`src/rtl/sbqm_person_counter.sv`:
```
// Occupancy counter for the SBqM queue-status chain.
// The front and back photocells are synchronised and debounced. A person is
// counted when their beam is restored (debounced level falls 1->0). Pcount
// saturates at 0 and 2^N-1, and a flag reports any attempt to go past either end.
module sbqm_person_counter #(
   parameter int N   = 3,
   parameter int DEB = 4
) (
   input  logic         clk,
   input  logic         reset,
   input  logic         front_sensor,
   input  logic         back_sensor,
   output logic [N-1:0] Pcount,
   output logic         enter_pulse,
   output logic         exit_pulse,
   output logic         overflow_err,
   output logic         underflow_err
);

   // Terminal count for the debounce timer. DEB=1 accepts a change on the
   // first cycle it is seen at s2.
   localparam logic [7:0]   DEB_TC = 8'(DEB - 1);
   localparam logic [N-1:0] P_MAX  = '1;

   // Bit 0 is the front (entry) sensor and bit 1 is the back (exit) sensor.
   logic [1:0] s1;
   logic [1:0] s2;
   logic [1:0] stable;
   logic [1:0] stable_d;
   logic [7:0] cnt [2];
   logic       entry;
   logic       leave;

   // Two-flop synchroniser with no logic between the stages.
   always_ff @(posedge clk) begin
      if (reset) begin
         s1 <= '0;
         s2 <= '0;
      end else begin
         s1 <= {back_sensor, front_sensor};
         s2 <= s1;
      end
   end

   // Debounce: a new level is accepted after DEB consecutive cycles.
   // Any return to the stable level restarts the timer.
   always_ff @(posedge clk) begin
      if (reset) begin
         stable   <= '0;
         stable_d <= '0;
         cnt[0]   <= '0;
         cnt[1]   <= '0;
      end else begin
         stable_d <= stable;
         for (int i = 0; i < 2; i++) begin
            if (s2[i] == stable[i]) begin
               cnt[i] <= '0;
            end else if (cnt[i] == DEB_TC) begin
               stable[i] <= s2[i];
               cnt[i]    <= '0;
            end else begin
               cnt[i] <= cnt[i] + 8'd1;
            end
         end
      end
   end

   // A restored beam (debounced fall) marks a completed passage.
   assign entry = stable_d[0] & ~stable[0];
   assign leave = stable_d[1] & ~stable[1];

   // Saturating occupancy update. The strobes are registered on the same edge.
   // If both doors fire together, the count is unchanged and no error is raised.
   always_ff @(posedge clk) begin
      if (reset) begin
         Pcount        <= '0;
         enter_pulse   <= 1'b0;
         exit_pulse    <= 1'b0;
         overflow_err  <= 1'b0;
         underflow_err <= 1'b0;
      end else begin
         enter_pulse   <= entry;
         exit_pulse    <= leave;
         overflow_err  <= 1'b0;
         underflow_err <= 1'b0;
         if (entry && !leave) begin
            if (Pcount == P_MAX) overflow_err <= 1'b1;
            else                 Pcount       <= Pcount + 1'b1;
         end else if (leave && !entry) begin
            if (Pcount == '0) underflow_err <= 1'b1;
            else              Pcount        <= Pcount - 1'b1;
         end
      end
   end

endmodule

```
`config.mk`:
```
export PLATFORM = sky130hd
export DESIGN_NAME = sbqm_person_counter
export DESIGN_NICKNAME = d
export VERILOG_FILES = /design/src/rtl/sbqm_person_counter.sv
export SDC_FILE = /design/constraint.sdc
export NUM_CORES = 1
export LEC_CHECK = 0
export ABC_AREA = 1
export BUFFER_PORTS_ARGS = -buffer_cell sky130_fd_sc_hd__buf_2
export CAP_MARGIN = 10
export CORE_MARGIN = 2
export CORE_UTILIZATION = 40
export DETAILED_ROUTE_END_ITERATION = 7
export PLACE_DENSITY_LB_ADDON = 0.12
export SLEW_MARGIN = 10
export SYNTH_ARGS = -nofsm -noshare
export SYNTH_HDL_FRONTEND = slang
export SYNTH_SLANG_ARGS = --single-unit
```
`constraint.sdc`:
```
create_clock -name clk -period 3.3 [get_ports clk]
set_input_delay 0.66 -clock clk [delete_from_list [all_inputs] [get_ports clk]]
set_output_delay 0.66 -clock clk [all_outputs]
set_load 0.005 [all_outputs]
```
==> After elaboration in Yosys (flattened, before gate mapping) <==
Memories as Yosys holds them, arrays and structs flattened.
Index checks and enable logic that the tools add are counted.
Widths: inputs -> output; s select.
{ "word_totals": {"reg_bits": 15, "mem_bits_rw": 16, "out_inout_bits": 7, "elab_cells": 83, "n_memories": 1} }
{ "mem_list": {"columns": ["memory", "depth", "width", "rd", "rd_clocked_by_memory_dff", "write_ports", "line", "text"], "rows": [
  ["cnt", 2, 8, 2, 0, 2, "30", "logic [7:0] cnt [2];"]
]} }
{ "op_classes": {"add_sub_neg": 4, "eq_ne": 7, "muxes": 36, "n_bitwise": 14, "reduce_logical": 11} }
{ "op_table": {"columns": ["op", "count"], "rows": [
  ["$mux 8", 6],
  ["$mux 1", 26],
  ["$add 8x1->8 const B", 2],
  ["$eq 8x2->1 const B", 2],
  ["$mux 3", 4],
  ["$not 1->1", 6],
  ["$or 1x1->1", 6],
  ["$ne 2x2->1 const B", 2],
  ["$reduce_and 2->1", 2],
  ["$add 3x1->3 const B", 1],
  ["$eq 3x3->1 const B", 1],
  ["$logic_not 3->1", 1],
  ["$reduce_and 3->1", 1],
  ["$reduce_or 3->1", 1],
  ["$sub 3x1->3 const B", 1],
  ["$and 1x1->1", 2],
  ["$eq 1x1->1", 2],
  ["$logic_and 1x1->1", 2],
  ["$logic_not 1->1", 2],
  ["$reduce_bool 2->1", 1],
  ["$reduce_or 2->1", 1]
]} }

==> Logic depth before layout (Yosys ltp) <==
{ "logic_depth": {"depth_word": 7, "ltp_mapped": 12, "mapped_depth_nobuf": 12} }

==> Least setup slack after synthesis <==
OpenSTA, ideal clock, no wires.
{ "synth_timing": {"kind": "register -> register", "from": "register stable[1]", "to": "register Pcount[1]", "setup_time_ps": 110, "t_arrival_ps": 1401, "t_required_ps": 3190, "setup_slack_ps": 1789, "path_stages_with_launch": 10, "path_buffers": 0, "synth_period_minus_slack_ps": 1511, "cell_sequence": "dfxtp_1 -> nor2_1 -> inv_1 -> ha_1 -> inv_1 -> fa_1 -> inv_1 -> nand3_1 -> nand2_1 -> nor2_1"} }
{ "synth_via": {"elab_chain_cells": 6, "elab_cells_between_ends": 10} }
{ "synth_rtl": {"columns": ["item", "line", "text"], "rows": [
  ["start, declared", "28", "logic [1:0] stable;"],
  ["start signal, assigned by index", "59", "stable[i] <= s2[i];"],
  ["$not 1->1 (*)", "70", "assign leave = stable_d[1] & ~stable[1];"],
  ["$and 1x1->1 (*)", "70", null],
  ["net leave", "32", "logic leave;"],
  ["$logic_not 1->1", "86", "if (entry && !leave) begin"],
  ["$logic_and 1x1->1", "86", null],
  ["$ne 2x2->1 (no source line) / $reduce_bool 2->1 (equally long branches)", null, null],
  ["$reduce_and 3->1 (no source line)", null, null],
  ["end signal, assigned", "88", "else Pcount <= Pcount + 1'b1;"],
  ["end signal, assigned", "91", "else Pcount <= Pcount - 1'b1;"],
  ["end, declared", "13", "output logic [N-1:0] Pcount,"]
]} }
The timed path passes the listed nets; every way through them passes the cells marked *.
A chain may end at the register's enable or synchronous reset.

==> Worst setup path after layout <==
{ "layout_timing": {"from": "register stable[1]", "to": "register Pcount[2]"} }
The elaborated chain is that of the path after synthesis.

==> flow_summary.ini <==
[clocking]
root_buffer = clkbuf_8
cts_resized = 0
post_cts_buffers = 0
path_clk_slew_ns = 0.07
clk_latency_ns = 0.28
cts_buffers = 5
clockBufferDepth = 2
cts_hold_buf = 0
cts.sinks = 31
tritoncts = done
cts_max_level = 2

[timing]
period_share_pct = 51.0
finalSetupViolations = 0
drv_slew = 0
skew_ns = 0.00688
tns_ns = 0
period_needed_ns = 1.68
fin_ws_ns = 1.62
hold_viol = 0
max_freq_mhz = 594
rsz0062_at_grt = false

[power]
total_power_uw = 813
vdd_drop_max_v = 0.000219
p_leak_uw = 0.000830
powerDensity_nw_per_um2 = 451

[placement]
port_buffers = 10
dp_hpwl_mm = 1.82
place_ws_ns = 1.59
gp_congestion = 0.787
postPlaceCellArea_um2 = 1690

[layout]
fin_util_pct = 48.9
layout.nets = 226
final_area_um2 = 1800
syn_to_final_growth_pct = 17.4
drive_above_1_share_pct = 15.1
final_cell_mix = nor2_1, inv_1, nand2_1, edfxtp_1, conb_1
num_antenna_cells = 0
final_common_cell = nor2_1

[global_routing]
grt_use_total_pct = 13.6
grt_pass1_wl_mm = 4.47
grt_pass1_vias = 1095
overflow = 0
antenna_found_initial = 0
grt_start_max_net_pins = 12

[logic_synthesis]
synth-edff-count = 16
synth_area_per_cell_um2 = 8.25
yosysWarnings = 0
netlist_instances = 186
synthArstFlopShare_pct = 0
synth_cell_types = 24
synth_flop_cell = edfxtp_1
syn-cell-area_um2 = 1540
ys_seq_area_share_pct = 50.9
synth-seq-cells = 31

[worst_setup_path]
startpoint_type = flop
critPathMaxFanout = 5
required_ns = 3.48
worstPathArrival_ns = 1.86
crit_type = reg2reg
worstRegToRegCells = 11
critPathCaptureType = flop

[floorplan]
rows = 22
die_w_um = 66.0
fp.dieH_um = 66.0
io_pins = 11
initial_core_util_pct = 41.6
coreArea_um2 = 3690
die-area_um2 = 4350

[routing]
via_per_inst = 4.20
drt-initial-drc-count = 63
drt_pass1_iterations = 4
dr_total_vias = 1118
drc_errors = 0
wl_mm = 2.42
ant_nets = 0
avgRoutedWirePerCell_um = 9.11

[job]
drv_cap = 0

[hold_path]
hold_path_class = reg2reg
whs_path_depth = 2

[outcome]
status = completed
cells by family (layout without fill, tap and decap cells):
| family | count (synthesis) | in the layout | synth area share, % |
|---|---|---|---|
| DFF | 31 | 31 | 50.9 |
| AOI/OAI and AO/OA | 11 | 11 | 3.91 |
| and+or+nand+nor | 94 | 94 | 27.5 |
| other | 1 | 16 | 0.244 |
| buffers and inverters | 39 | 56 | 10.0 |
| xor gates and xnor gates | 5 | 5 | 2.85 |
| adders and majority gates | 5 | 5 | 4.56 |
path summary, 6_finish.rpt:
check | from | endpoint | slack (ns)
max | stable[1] | Pcount[2] | 1.62
min | s1[1] | s2[1] | 0.39
max reg2reg | stable[1] | Pcount[2] | 1.62
min reg2reg | s1[1] | s2[1] | 0.39
cell usage after synthesis, types with 2 or more instances:
cell type,number,share of area (%)
nor2_1,37,9.0
inv_1,35,8.6
nand2_1,28,6.8
edfxtp_1,16,31
dfxtp_1,15,20
nand3_1,12,3.9
ha_1,4,3.3
nand2_2,4,1.6
nor3_1,4,1.3
o21ai_0,4,1.3
xor2_1,4,2.3
a21oi_1,3,0.98
inv_2,3,0.73
nor2_2,3,1.2
nand3_2,2,1.3
nand4_1,2,0.81
nor2_4,2,1.5
o21ai_1,2,0.65
layout make-up:
class | instances | area, um^2
Clock buffer | 7 | 108
Timing Repair Buffer | 10 | 50.0
Clock inverter | 1 | 5.00
Fill cell | 362 | 1890
Sequential cell | 31 | 781
Tap cell | 48 | 60.1
Inverter | 38 | 143
Multi-Input combinational cell | 131 | 657
power breakdown:
group	switching [uW]	leakage, uW	total (uW)	internal, uW
Sequential	8.63	0.000287	425	416
Combinational	22.9	0.000484	34.4	11.5
Clock	140	0.0000594	354	214
routing by layer:
layer  global-route usage, %  wire, um  up-vias
met2                    21.8      1150       13
met3                    5.62        81        2
met4                    4.85        20        0
met5                       0         0        -
met1                    16.5      1180      480
li1                        -         -      623
worst max-delay path, stage by stage (launching register included):
cell and delay [ns]:
dfxtp_1 0.39, nor2_1 0.09, inv_1 0.07, ha_1 0.16, inv_1 0.09, fa_1 0.40
inv_1 0.08, nand3_1 0.07, nand2_1 0.07, nand3_1 0.06, nand2_1 0.07, nor2_1 0.04
metrics by stage:
stage               hold WS (ns)  std cells
floorplan                  0.388        201
global placement           0.393        258
detailed placement         0.393        258
CTS                        0.397        266
global route               0.425        266
finish                     0.393        266
flip-flops by register name (all words and copies together) (netlist names):
register and cells:
stable 2, overflow_err 1, exit_pulse 1, s1 2, underflow_err 1, s2 2
cnt 16, stable_d 2, Pcount 3, enter_pulse 1
Power figures use the tool's default switching activity.
